### config.mk
export PLATFORM = sky130hd
export DESIGN_NAME = mem_port_sched
export DESIGN_NICKNAME = d
export VERILOG_FILES = /design/src/rtl/mem_port_sched.sv
export SDC_FILE = /design/constraint.sdc
export NUM_CORES = 1
export LEC_CHECK = 0
export CAP_MARGIN = 40
export CELL_PAD_IN_SITES_DETAIL_PLACEMENT = 0
export CELL_PAD_IN_SITES_GLOBAL_PLACEMENT = 1
export CORE_ASPECT_RATIO = 0.7
export CORE_MARGIN = 3
export CORE_UTILIZATION = 28
export CTS_BUF_LIST = sky130_fd_sc_hd__clkbuf_16
export DETAILED_ROUTE_END_ITERATION = 8
export GPL_TIMING_DRIVEN = 0
export HOLD_SLACK_MARGIN = 0.03
export PLACE_DENSITY_LB_ADDON = 0.1
export SYNTH_ARGS = -nofsm -noshare
export SYNTH_HDL_FRONTEND = slang
export SYNTH_SLANG_ARGS = --single-unit
### constraint.sdc
create_clock -name clock -period 2.6 [get_ports clock]
set_input_delay 0.26 -clock clock [delete_from_list [all_inputs] [get_ports clock]]
set_output_delay 0.26 -clock clock [all_outputs]
set_load 0.05 [all_outputs]
### src/rtl/mem_port_sched.sv
// rtl/mem_port_sched.sv - round-robin scheduler for the shared routing-table memory port
// Grants the port to one client job at a time, sequences en/done and muxes its memory controls.
module mem_port_sched #(
  parameter int NCLI    = 3,
  parameter int ADDR_W  = 11,
  parameter int WORD_W  = 16,
  parameter int TIMEOUT = 4096
) (
  input  logic                     clock,
  input  logic                     nrst,
  input  logic [NCLI-1:0]          req,
  output logic [NCLI-1:0]          ack,
  output logic                     ack_err,
  output logic                     busy,
  output logic [1:0]               owner,
  output logic [NCLI-1:0]          cli_en,
  input  logic [NCLI-1:0]          cli_done,
  input  logic [NCLI*ADDR_W-1:0]   cli_addr,
  input  logic [NCLI-1:0]          cli_wr_en,
  input  logic [NCLI*WORD_W-1:0]   cli_wdata,
  output logic [ADDR_W-1:0]        mem_addr,
  output logic                     mem_wr_en,
  output logic [WORD_W-1:0]        mem_wdata
);

  typedef enum logic [2:0] {IDLE, GRANT, RUN, DONE, ABORT} state_t;

  localparam logic [1:0]  LAST    = 2'(NCLI - 1);
  localparam logic [15:0] WDT_MAX = 16'(TIMEOUT - 1);

  state_t            state;
  logic [1:0]        rr_ptr;
  logic [15:0]       wdt;
  logic [1:0]        pick;
  logic [NCLI-1:0]   pick_oh;
  logic [NCLI-1:0]   owner_oh;
  logic              owner_done;
  logic [2*NCLI-1:0] req_dbl;
  logic [NCLI-1:0]   req_rot;
  logic [2:0]        sum;

  // Rotate req so rr_ptr sits at bit 0; the lowest set bit is the next owner.
  always_comb begin
    req_dbl = {req, req} >> rr_ptr;
    req_rot = req_dbl[NCLI-1:0];
    pick    = 2'd0;
    sum     = 3'd0;
    for (int k = NCLI - 1; k >= 0; k--) begin
      if (req_rot[k]) begin
        sum = {1'b0, rr_ptr} + 3'(k);
        if (sum >= 3'(NCLI)) sum = sum - 3'(NCLI);
        pick = sum[1:0];
      end
    end
    for (int i = 0; i < NCLI; i++) begin
      pick_oh[i]  = (pick == 2'(i));
      owner_oh[i] = (owner == 2'(i));
    end
    owner_done = |(cli_done & owner_oh);
  end

  always_comb begin
    mem_addr  = '0;
    mem_wdata = '0;
    mem_wr_en = 1'b0;
    if (state == GRANT || state == RUN) begin
      for (int i = 0; i < NCLI; i++) begin
        if (owner_oh[i]) begin
          mem_addr  = cli_addr[i*ADDR_W +: ADDR_W];
          mem_wdata = cli_wdata[i*WORD_W +: WORD_W];
          mem_wr_en = cli_wr_en[i];
        end
      end
    end
  end

  always_ff @(posedge clock or negedge nrst) begin
    if (!nrst) begin
      state   <= IDLE;
      rr_ptr  <= 2'd0;
      owner   <= 2'd0;
      wdt     <= 16'd0;
      ack     <= '0;
      ack_err <= 1'b0;
      busy    <= 1'b0;
      cli_en  <= '0;
    end else begin
      ack     <= '0;
      ack_err <= 1'b0;
      cli_en  <= '0;
      case (state)
        IDLE: begin
          if (|req) begin
            owner  <= pick;
            wdt    <= 16'd0;
            cli_en <= pick_oh;
            busy   <= 1'b1;
            state  <= GRANT;
          end
        end
        // Done is not looked at here: it may still be high from the client's previous job.
        GRANT: state <= RUN;
        RUN: begin
          wdt <= wdt + 16'd1;
          if (owner_done) begin
            ack   <= owner_oh;
            state <= DONE;
          end else if (wdt == WDT_MAX) begin
            ack     <= owner_oh;
            ack_err <= 1'b1;
            state   <= ABORT;
          end
        end
        DONE, ABORT: begin
          rr_ptr <= (owner == LAST) ? 2'd0 : owner + 2'd1;
          busy   <= 1'b0;
          state  <= IDLE;
        end
        default: state <= IDLE;
      endcase
    end
  end

endmodule

==> results of run 1 <==
## cell type report
cell class	instances	area share (%)
clock inverters	3	0.280
plain buffers	23	2.93
well taps	120	3.73
flip-flops and latches	31	19.3
clock buffers	5	3.11
repair buffers	129	30.5
inverters	4	0.373
multi-input cells	255	39.8
## power groups by stage
stage / Sequential [mW] / Combinational, mW / Clock [mW]
after floorplan: 0.824 / 2.31 / 0
final: 0.684 / 3.41 / 0.542
after global placement: 0.665 / 3.57 / 0
after detailed placement: 0.667 / 3.58 / 0
after global routing: 0.699 / 3.70 / 0.572
after CTS: 0.680 / 3.48 / 0.549
## worst paths after layout
kind	endpoint	slack (ns)	cells past startpoint
setup / recovery	mem_addr[1]	0.14	6
hold / removal	wdt[8]	0.02	1
setup reg to reg	wdt[12]	0.48	4
hold reg to reg	wdt[15]	0.47	1
max in group asynchronous	wdt[13]	2.13	1
min in group clock	wdt[15]	0.47	1
## flip-flops by register name (all words and copies together), names as in the netlist
signal / count
wdt: 16
owner: 2
ack_err: 1
rr_ptr: 2
busy: 1
cli_en: 3
ack: 3
state: 3
## synthesized netlist by cell type, types with 3 or more instances
cell type / number / area [um^2]
sky130_fd_sc_hd__nor3b_1: 3 / 22.5
sky130_fd_sc_hd__clkbuf_1: 15 / 56.3
sky130_fd_sc_hd__dfrtp_1: 31 / 776
sky130_fd_sc_hd__buf_1: 4 / 15.0
sky130_fd_sc_hd__nand2_1: 19 / 71.3
sky130_fd_sc_hd__and4_1: 3 / 26.3
sky130_fd_sc_hd__a31oi_1: 3 / 18.8
sky130_fd_sc_hd__nor3_1: 3 / 15.0
sky130_fd_sc_hd__mux2i_1: 36 / 360
sky130_fd_sc_hd__nand3_1: 9 / 45.0
sky130_fd_sc_hd__and3_1: 4 / 25.0
sky130_fd_sc_hd__nand4_1: 4 / 25.0
sky130_fd_sc_hd__nor4_1: 4 / 25.0
sky130_fd_sc_hd__nor2_1: 65 / 244
sky130_fd_sc_hd__o31ai_1: 6 / 45.0
sky130_fd_sc_hd__buf_2: 3 / 15.0
sky130_fd_sc_hd__ha_1: 4 / 50.1
sky130_fd_sc_hd__inv_1: 4 / 15.0
sky130_fd_sc_hd__and3b_1: 3 / 26.3
sky130_fd_sc_hd__o21ai_0: 15 / 75.1
sky130_fd_sc_hd__o211ai_1: 4 / 30.0
sky130_fd_sc_hd__nor2b_1: 3 / 18.8
sky130_fd_sc_hd__a21oi_1: 33 / 165
## metrics by stage
stage,cell area (um^2),worst slack [ns]
2_1_floorplan,2500,0.160
3_3_place_gp,3940,-0.615
3_5_place_dp,3930,-0.634
4_1_cts,4080,-0.0935
5_1_grt,4020,0.00000755
6_report,4020,0.140
## cell families after synthesis
logic type	share of synthesized area, %
adder cells (fa/ha/maj)	2.03
multiplexers	15.0
buffers and inverters	4.86
XOR/XNOR	0.709
flip-flops	31.4
AO/OA/AOI/OAI	20.7
AND/OR/NAND/NOR	25.3
## routing by layer
| layer | vias up | routed length [um] | track usage, % |
|---|---|---|---|
| met4 | 0 | 73 | 3.40 |
| met1 | 1283 | 4030 | 23.2 |
| met2 | 97 | 3830 | 26.5 |
| li1 | 1407 | - | - |
| met3 | 6 | 724 | 6.46 |
| met5 | - | 0 | 0 |
## what timing repair did
action,in CTS,in global routing
gates resized for setup,65,22
endpoints found under the setup margin,28,25
cloned,0,0
## worst register-to-register path, stage by stage, from the launching register on
cell,delay (ns)
sky130_fd_sc_hd__dfrtp_1,0.44
sky130_fd_sc_hd__nor3b_1,0.73
sky130_fd_sc_hd__nand4_1,0.44
sky130_fd_sc_hd__o211ai_1,0.29
sky130_fd_sc_hd__o31ai_1,0.09
==> summary.md, run 1 <==
| Metric | Value |
|---|---|
| Wire length of the first global-routing pass | `around 14000 um` |
| Number of levels in the clock H-tree | `2` |
| Count of vias placed by the detailed router | `between 2000 and 3000` |
| Power share of the sequential group | `between 10% and 20%` |
| Maximum buffer depth of the clock tree | `2` |
| Number of hold-repair buffers added at the cts stage | `0` |
| Global route overflow | `0` |
| NetSw | `about 2.6 mW` |
| Start of the worst register-to-register path | `state[2]` |
| Number of distinct library cells after synthesis | `49` |
| Maximum number of pins on one net before global-route repair | `32` |
| Setup-failing EPs final | `0` |
| Critical Path Most Common Cell | `sky130_fd_sc_hd__nor2_1` |
| Type of destination of the critical path | `output port` |
| Data required, critical path | `2.34 ns` |
| Global-route usage over all layers | `17.2%` |
| Filler instances | `~860` |
| Total Power Consumption | `roughly 4.6 mW` |
| Root buffer cell | `sky130_fd_sc_hd__clkbuf_16` |
| Die X-Extent | `118 um` |
| Via count of the first global-routing pass | `about 2900` |
| Leakage component of the power | `1.76 nW` |
| Initial Util | `between 20% and 30%` |
| Number of buffer cells added on primary ports | `between 100 and 150` |
| Total count of max-transition violations in the final report | `0` |
| Number of placed instances, taps included | `~560` |
| Detailed Route Iter0 Violations | `148` |
| Combinational power share | `about three quarters` |
| Kind of cell adding the most delay to the critical path | `buffers and inverters` |
| Upper clock frequency limit | `roughly 0.4 GHz` |
| RD Place Congestion | `roughly 0.76` |
| Mapped cell area | `about 2500 um^2` |
| Clock latency of the later-clocked register in the worst-skew pair | `~0.28 ns` |
| Number of sinks on the clock net | `31` |
| ANT cells | `0` |
| Switching fraction of total power | `approximately 56%` |
| CP cell instances | `buf_2, mux2i_1, nor2_1, a21oi_1, nor2_1, clkdlybuf4s15_1` |
| Max-cap violations | `0` |
| Setup repair after global routing missed its margin | `false` |
| Routed wire per std cell | `between 15 and 20 um` |
| Row cnt | `28` |
| Worst setup path startpoint | `owner[0]` |
| Die Ht | `around 85 um` |
| Final Hold Fails | `0` |
| Total DRC errors in the routed layout | `0` |
| Post-CTS setup repair buffer count | `0` |
| Core region area | `8510 um^2` |
| Net count of the mapped netlist | `410` |
| Worst-case hold slack | `roughly 0.024 ns` |
| Synthesized instance count | `314` |
| Final design utilization | `around 47%` |
| Setup Skew | `between 0.004 and 0.005 ns` |
| Accumulated negative setup slack | `0 ns` |
| Die area | `about 10000 um^2` |
| Most common library cell in the layout ignoring fill and taps | `sky130_fd_sc_hd__clkdlybuf4s50_1` |
| Clock tree from TritonCTS | `built` |
| Worst supply voltage drop on vdd | `0.535 mV` |
| Path type of the worst min-delay path | `primary input to async pin` |
| Number of antenna violations at the first check in global routing | `0` |
| Crit path kind | `register to output port` |
| Clock transition time at the flip-flop clock pins of the worst setup and hold paths | `around 0.050 ns` |
| Worst-path maximum fanout | `10` |
| Fin nets | `around 550` |
| Share of power burned in the clock network | `11.7%` |
| Largest incremental delay on the critical path | `roughly 0.58 ns` |
| Number of nets with antenna violations after routing | `0` |
| CP bufs+invs | `2` |
| Startpoint type of the worst setup path | `register` |
| Number of enable flip-flop cells after synthesis | `0` |
| Tightest slew margin relative to the limit | `between 40% and 50%` |
| Multi-input logic area | `1600 um^2` |
| Area of all sequential standard cells | `between 700 and 800 um^2` |
| Share of cells above drive strength 1 | `11.1%` |
| Total clock buffers created by CTS | `5` |
| Via density per instance | `just under 5` |
| Minimum clock period | `2.46 ns` |
| Layout-stage area growth over the synthesis result | `62.7%` |
| Critical path's slowest cell | `sky130_fd_sc_hd__dfrtp_1` |
| Result of the run | `complete, no violations` |
| Filler-free cell count of the finished design | `570` |
| TritonRoute pass-1 iters | `4` |
| Post-detail-place hpwl | `slightly below 7000 um` |
| Worst-margin pin slew | `approximately 0.84 ns` |
| Sequential element share of the synthesized area | `about a third` |
| Fraction of registers with async set or reset after synthesis | `100%` |
| Total number of yosys warnings | `0` |
| Total power per unit cell area | `about 1200 nW/um^2` |
| Final period util | `between 90% and 100%` |
| Drt total wl | `roughly 8700 um` |
| Average cell area after synthesis | `7.87 um^2` |
| Internal Pwr Total | `2.04 mW` |
| Leading register cell type out of synthesis | `sky130_fd_sc_hd__dfrtp_1` |
| Highest-count cells in the layout ignoring fill and taps | `sky130_fd_sc_hd__clkdlybuf4s50_1, sky130_fd_sc_hd__nor2_1, sky130_fd_sc_hd__mux2i_1` |
| Num ports | `130` |
| Crit path DAT | `2.20 ns` |
| Synthesis-stage register bit count | `31` |
(Power assumes the default switching activity.)
==> inputs of run 2 (changes only) <==
Settings changed: CORE_UTILIZATION 28 to 30, DONT_BUFFER_PORTS set to 1.
==> run 2 against run 1 <==
Clock-buffer cell count stayed put; combinational power is 11% lower; critical path depth stayed put; via count is 14% lower; sequential share of layout area is 6.8 points higher; utilization is 9.7 points lower; clock power hardly changed; power is 4.2% lower; routed wire length is 18% lower.
==> summary.md, run 2 (same netlist as run 1, synthesis figures left out) <==
| Metric | Value |
|---|---|
| Path type of the worst min-delay path | `primary input to register` |
| Data required, critical path | `approximately 2.3 ns` |
| Reg-to-reg slack, setup | `roughly 0.4 ns` |
| Setup Skew | `~0.0046 ns` |
| Die X-Extent | `114 um` |
| Clock latency of the later-clocked register in the worst-skew pair | `around 0.27 ns` |
| Count of cells along the worst register-to-register path | `4` |
| Layout-stage area growth over the synthesis result | `20.7%` |
| Number of sinks on the clock net | `31` |
| Total clock buffers created by CTS | `5` |
| Critical path's slowest cell | `sky130_fd_sc_hd__dfrtp_2` |
| Number of levels in the clock H-tree | `2` |
| Min-delay src | `cli_done[2]` |
| Core region area | `approximately 7900 um^2` |
| Routed wire per std cell | `approximately 16 um` |
| RD Place Congestion | `about 0.77` |
| Total power per unit cell area | `roughly 1500 nW/um^2` |
| Filler-free cell count of the finished design | `~440` |
| Max-cap violations | `0` |
| Setup repair after global routing missed its margin | `false` |
| Number of instances on the worst hold path | `2` |
| Leakage component of the power | `about 1.3 nW` |
| Global-route usage over all layers | `around 14%` |
| Register bank with the most flops | `wdt` |
| Filler instances | `roughly 860` |
| Initial Util | `31.1%` |
| Final Hold Fails | `0` |
| Clock transition time at the flip-flop clock pins of the worst setup and hold paths | `around 0.050 ns` |
| Startpoint type of the worst setup path | `register` |
| ANT cells | `0` |
| Via count of the first global-routing pass | `about 2100` |
| Num ports | `130` |
| Root buffer cell | `sky130_fd_sc_hd__clkbuf_16` |
| Via density per instance | `between 5 and 6` |
| Row cnt | `27` |
| Number of flip-flops in the largest register | `16` |
| TritonRoute pass-1 iters | `4` |
| CP cell instances | `clkbuf_2, nor2b_1, buf_2, clkbuf_4, a21oi_1, nor2_4` |
| Post-detail-place hpwl | `between 5000 and 6000 um` |
| Type of destination of the critical path | `output port` |
| Hold Path End | `state[2]` |
| Number of antenna violations at the first check in global routing | `0` |
| Total count of max-transition violations in the final report | `0` |
| Final period util | `between 90 and 100%` |
| Clock tree from TritonCTS | `built` |
| Largest incremental delay on the critical path | `0.53 ns` |
| End of the worst register-to-register path | `wdt[12]` |
| Upper clock frequency limit | `just over 0.4 GHz` |
| Worst-path maximum fanout | `10` |
| Maximum buffer depth of the clock tree | `2` |
| Count of vias placed by the detailed router | `2403` |
| Die Ht | `around 82 um` |
| Maximum number of pins on one net before global-route repair | `32` |
| Number of nets with antenna violations after routing | `0` |
| Crit path kind | `register to output port` |
| Start of the worst register-to-register path | `state[2]` |
| Post-CTS setup repair buffer count | `0` |
| CP bufs+invs | `3` |
| Die area | `around 9400 um^2` |
| Number of placed instances, taps included | `426` |
| Minimum clock period | `~2.5 ns` |
| Final design instance area without fill | `between 2000 and 3000 um^2` |
| Fin nets | `between 400 and 500` |
| Number of buffer cells added on primary ports | `0` |
| Global route overflow | `0` |
| Highest-count cells in the layout ignoring fill and taps | `sky130_fd_sc_hd__nor2_1, sky130_fd_sc_hd__mux2i_1, sky130_fd_sc_hd__a21oi_1` |
| Crit path DAT | `2.20 ns` |
| Worst-margin pin slew | `around 0.96 ns` |
| Result of the run | `complete, no violations` |
| Tightest slew margin relative to the limit | `36.0%` |
| Detailed Route Iter0 Violations | `between 100 and 150` |
| Kind of cell adding the most delay to the critical path | `buffers and inverters` |
| Worst supply voltage drop on vdd | `~0.66 mV` |
| Drt total wl | `around 7100 um` |
| Area post-placement | `approximately 2700 um^2` |
| Wire length of the first global-routing pass | `approximately 10000 um` |
| Most common library cell in the layout ignoring fill and taps | `sky130_fd_sc_hd__nor2_1` |
| Total DRC errors in the routed layout | `0` |
| Share of cells above drive strength 1 | `between 15 and 20%` |
| Setup-failing EPs final | `0` |
run 2: changes by cell type in the layout (fill, tap and decap cells not counted), sizes merged:
cell,previous run,this run
clkdlybuf4s50,100,0
dlygate4sd2,12,0
clkdlybuf4s15,6,0
buf,18,22
clkbuf,21,19
dlygate4sd3,0,1
run 2: worst max-delay path by stage:
stage | from | depth (start not counted) | to
final | owner[1] | 6 | mem_wdata[5]
after global routing | owner[1] | 6 | mem_wdata[5]
after CTS | owner[1] | 6 | mem_wdata[11]
after detailed placement | owner[1] | 6 | mem_wdata[11]
after global placement | owner[1] | 6 | mem_wdata[11]
after floorplan | owner[1] | 6 | mem_wdata[10]
run 2: area by class of cell:
type / instances / area [um^2] / share of cell area [%]
sequential: 31 / 778 / 26.1
multi-input combinational: 255 / 1690 / 56.8
buffer: 24 / 120 / 4.03
inverter: 4 / 15.0 / 0.504
timing repair buffer: 13 / 113 / 3.78
tap: 101 / 126 / 4.24
clock buffer: 5 / 125 / 4.20
clock inverter: 3 / 11.3 / 0.378
run 2: repair_timing:
| item | in CTS | in global routing |
|---|---|---|
| resized for setup | 36 | 3 |
| setup endpoints to repair | 28 | 10 |
| cloned | 0 | 0 |
| endpoints found under the hold margin | 31 | 0 |
| hold buffers | 2 | 0 |
| pin swaps | 0 | 1 |
run 2: through the flow:
step / hold slack, ns / TNS, ns / total power, mW / utilization (%) / setup WS [ns]
global route: 0.360 / 0 / 4.75 / 37.6 / 0.00958
finish: 0.325 / 0 / 4.44 / 37.6 / 0.143
floorplan: -0.0356 / 0 / 3.13 / - / 0.160
detailed placement: -0.0344 / -4.24 / 3.68 / 34.1 / -0.373
CTS: 0.332 / 0 / 4.47 / 37.5 / 0.0615
global placement: -0.0344 / -5.32 / 3.55 / 33.0 / -0.336
run 2: report_power, final:
| part | internal (mW) | total [mW] | leakage, nW | switching [mW] |
|---|---|---|---|---|
| clock | 0.344 | 0.543 | 0.0701 | 0.199 |
| sequential | 0.583 | 0.851 | 0.414 | 0.268 |
| combinational | 0.899 | 3.04 | 0.792 | 2.15 |
| total | 1.82 | 4.44 | 1.28 | 2.61 |
run 2: worst register-to-register path: stages, from the launching register on:
cell and delay [ns]:
sky130_fd_sc_hd__dfrtp_1 0.45, sky130_fd_sc_hd__nor3b_1 0.82, sky130_fd_sc_hd__nand4_1 0.42, sky130_fd_sc_hd__o211ai_1 0.29, sky130_fd_sc_hd__o31ai_1 0.10
run 2: layer usage:
| layer | GRT usage, % | up-vias | routed length, um |
|---|---|---|---|
| li1 | - | 1184 | - |
| met1 | 20.2 | 1148 | 3480 |
| met2 | 20.6 | 66 | 3180 |
| met3 | 3.68 | 5 | 423 |
| met4 | 2.49 | 0 | 36 |
| met5 | 0 | - | 0 |
==> edit 1: new RTL, config.mk and constraints of run 2 <==
The 5 states of `state_t` get a Gray code encoding in 3 bits.
--- a/src/rtl/mem_port_sched.sv
+++ b/src/rtl/mem_port_sched.sv
@@ -25,3 +25,3 @@
 
-  typedef enum logic [2:0] {IDLE, GRANT, RUN, DONE, ABORT} state_t;
+  typedef enum logic [2:0] {IDLE = 3'b000, GRANT = 3'b001, RUN = 3'b011, DONE = 3'b010, ABORT = 3'b110} state_t;
 
Behaviour: no difference found for any inputs over 10 cycles, from zero or initial values and one cycle with nrst low; not proved beyond that.
==> edit 1 against run 2 <==
  * Synthesized area is 4.7% lower
  * Combinational power fell by 11%
  * Utilization rose by 1.0 points
  * Register-to-register slack improved by 0.13 ns
  * Routed wire length decreased by 5.7%
  * Final area fell by 3.7%
  * Sequential power is 1% lower
  * Sequential cell count stayed put
  * Worst setup slack lost 0.0081 ns
  * Total power decreased by 7.9%
  * Highest routed layer unchanged
  * Largest cell class unchanged
==> edit 1: results (changes against run 2) <==
- R2r endpoint: cli_en[1]
- Largest cells by area after synthesis: dfrtp_1, mux2i_1, nor2_1
- Hold path depth: 3 (+1)
- Status: completed
- Vias: 2231 (-7.2%)
- Worst Hold Endpoint: state[0]
- Die Wd: 112 um (-2.3%)
- Hold_sp: req[1]
- Clk tree area frac: 4.66% (+0.086 points)
- Crit-path max FO: 10 (unchanged)
- FF-to-FF Start: rr_ptr[1]
- Pre-CTS WS: -0.310 ns (+0.0638 ns)
- Switch share: 57.9% (-0.96 points)
- Worst R2R Setup Slack: 0.53 ns (+0.13 ns)
- Multi-In Gates: 237 (-7.1%)
- Static Leak: 1.28 nW (+0.43%)
- Post-DP Area: 2600 um^2 (-4.0%)
- Hold slack final: 0.355 ns (+0.0307 ns)
- Iter 0 DRT Violations: 101 (-9.8%)
- Slew margin rel.: 45.8% (+9.8 points)
- Syn nets: 390 (-4.9%)
- Synth top cells by count: nor2_1, mux2i_1, a21oi_1, dfrtp_1, nand2_1
- WL/cell: 16.2 um (-0.72%)
- Gpl congestion: 0.710 (-7.4%)
- Nonclk inv count: 7 (+3)
- Buffering overhead: 7.49% (-0.31 points)
- Multi-input logic area: 1600 um^2 (-5.7%)
- Share of layout cells above drive strength 1: 17.4% (+0.69 points)
- Global-route wire length before repair: 10.4 mm (-0.66%)
- Peak supply drop: 0.622 mV (-5.8%)
- Cell variety after synth: 45 (-8.2%)
- Bufs w/o clock: 34 (-8.1%)
- GRT Util Overall: 14.2% (+0.39 points)
- # fillers: 759 (-12%)
- Synth Area per Inst: 8.01 um^2 (+1.8%)
- Vias in the first global route: 2097 (+0.29%)
- Sequential fraction of the synthesis area: 32.9% (+1.6 points)
- Worst Skew: 0.00427 ns (-0.000301 ns)
==> edit 1: changes by cell type in the layout (fill, tap and decap cells not counted), moves of 3 or more <==
cell,run 2,this run
o21ai_0,15,7
mux2i_1,36,42
o31ai_1,6,2
and3b_1,3,6
nand2_1,19,22
nand3_1,9,6
==> edit 1: routing by layer <==
metal	part of all wire (%)	GRT usage, %	up-vias
li1	-	-	1091
met1	47	19.9	1063
met2	47	22.2	71
met3	5.7	3.24	6
met4	0.79	3.65	0
met5	0	0	-
==> edit 1: power groups by stage <==
stage	clock network [W]	logic (W)	registers, W
after floorplan	0	0.00205	0.000814
after global placement	0	0.00238	0.000848
after detailed placement	0	0.00251	0.000850
after CTS	0.000553	0.00270	0.000844
after global routing	0.000587	0.00292	0.000858
final	0.000548	0.00270	0.000841
==> edit 1: cell families after synthesis <==
kind of cell,count (synthesis),share of synthesized area [%]
compound gates,63,16.9
simple gates,126,25.0
fa+ha+maj,4,2.13
mux,43,18.3
flops,31,32.9
xor+xnor,1,0.372
buf+inv,26,4.36
==> edit 1: how the worst max path moves through the flow <==
| stage | start | to | slack (ns) | depth (start not counted) |
|---|---|---|---|---|
| global placement | owner[1] | mem_wdata[4] | -0.33 | 6 |
| floorplan | owner[0] | mem_addr[0] | 0.03 | 6 |
| detailed placement | owner[1] | mem_wdata[4] | -0.31 | 6 |
| global route | owner[0] | mem_addr[4] | -0.01 | 7 |
| finish | owner[0] | mem_wdata[15] | 0.13 | 7 |
| CTS | owner[1] | mem_wdata[4] | 0.02 | 6 |
==> edit 1: what timing repair did <==
action                                  CTS  global route
endpoints found under the setup margin   28            19
gates cloned                              0             0
hold buffers                              2             0
endpoints found under the hold margin    31             0
gates resized for setup                  30             7
pin swaps                                 0             1
buffers inserted                          0             0
==> edit 2: new RTL, config.mk and constraints of run 2 <==
Made on the original files. Change the parameter `ADDR_W` from 11 to 9.
--- a/src/rtl/mem_port_sched.sv
+++ b/src/rtl/mem_port_sched.sv
@@ -4,3 +4,3 @@
   parameter int NCLI    = 3,
-  parameter int ADDR_W  = 11,
+  parameter int ADDR_W  = 9,
   parameter int WORD_W  = 16,
Ports: changed (resized cli_addr and mem_addr); port bits go from 130 to 122. The function was not compared with the original's and may differ.
==> edit 2 against run 2 <==
  * Total power down 5.0%
  * Largest cell class unchanged
  * Worst setup slack better by 0.0089 ns
  * Final area down 2.3%
  * Synthesized area down 1.9%
  * Sequential cell count unchanged
  * Final cell count down 0.69%
  * Utilization up 0.89 points
  * Critical endpoint is now mem_wdata[14]
  * Routed wire length down 0.70%
  * Sequential power down 0.6%
  * Critical path depth up 2
  * Highest routed layer unchanged
==> edit 2: results (changes against run 2) <==
- Peak supply drop: 0.814 mV (+23%)
- Gpl congestion: 0.768 (+0.14%)
- FF-to-FF Start: rr_ptr[0]
- Hold slack final: 0.317 ns (-0.00780 ns)
- # fillers: 812 (-5.5%)
- Worst R2R Setup Slack: 0.51 ns (+0.11 ns)
- Static Leak: 1.31 nW (+2.6%)
- Critical Path Start: owner[0]
- Met3 Use GR: 3.65% (-0.033 points)
- Syn nets: 395 (-3.7%)
- Nets: 424 (-1.4%)
- DP HPWL: 5.42 mm (+0.20%)
- Met3 WL: 459 um (+8.5%)
- Status: completed
- Synth top cells by count: nor2_1, mux2i_1, dfrtp_1, a21oi_1, nand2_1
- Global-route wire length before repair: 10.7 mm (+2.4%)
- Met2 Track Usage GR: 21.4% (+0.84 points)
- Setup slack after layout: 0.152 ns (+0.00895 ns)
- GR Util met1: 20.8% (+0.66 points)
- Cell variety after synth: 55 (+12%)
- Largest cells by area after synthesis: dfrtp_1, mux2i_1, nor2_1
- Vias in the first global route: 2120 (+1.4%)
- Multiplexer share of the synthesized area: 16.2% (+1.1 points)
- Met2 wire len: 3.16 mm (-0.66%)
- Met1 wire length: 3.37 mm (-3.1%)
- Final cell count without fillers: 433 (-0.69%)
- Sequential fraction of the synthesis area: 32.0% (+0.60 points)
edit 2: repair_timing:
item | in CTS | in global routing
gates resized for setup | 15 | 10
endpoints found under the hold margin | 31 | 0
endpoints found under the setup margin | 22 | 22
hold buffers | 2 | 0
edit 2: cell type report:
| cell class | instances | share of cell area [%] |
|---|---|---|
| Buffer | 20 | 3.35 |
| Clock buffer | 5 | 4.29 |
| Clock inverter | 3 | 0.386 |
| Inverter | 6 | 0.773 |
| Multi-Input combinational cell | 247 | 53.8 |
| Sequential cell | 31 | 26.7 |
| Tap cell | 98 | 4.21 |
| Timing Repair Buffer | 23 | 6.44 |
edit 2: power by group through the flow:
stage,Sequential [W],Combinational [W],Clock (W)
after detailed placement,0.000850,0.00275,0
after floorplan,0.000814,0.00214,0
after global routing,0.000862,0.00309,0.000592
final,0.000846,0.00283,0.000541
after CTS,0.000847,0.00284,0.000563
after global placement,0.000857,0.00250,0
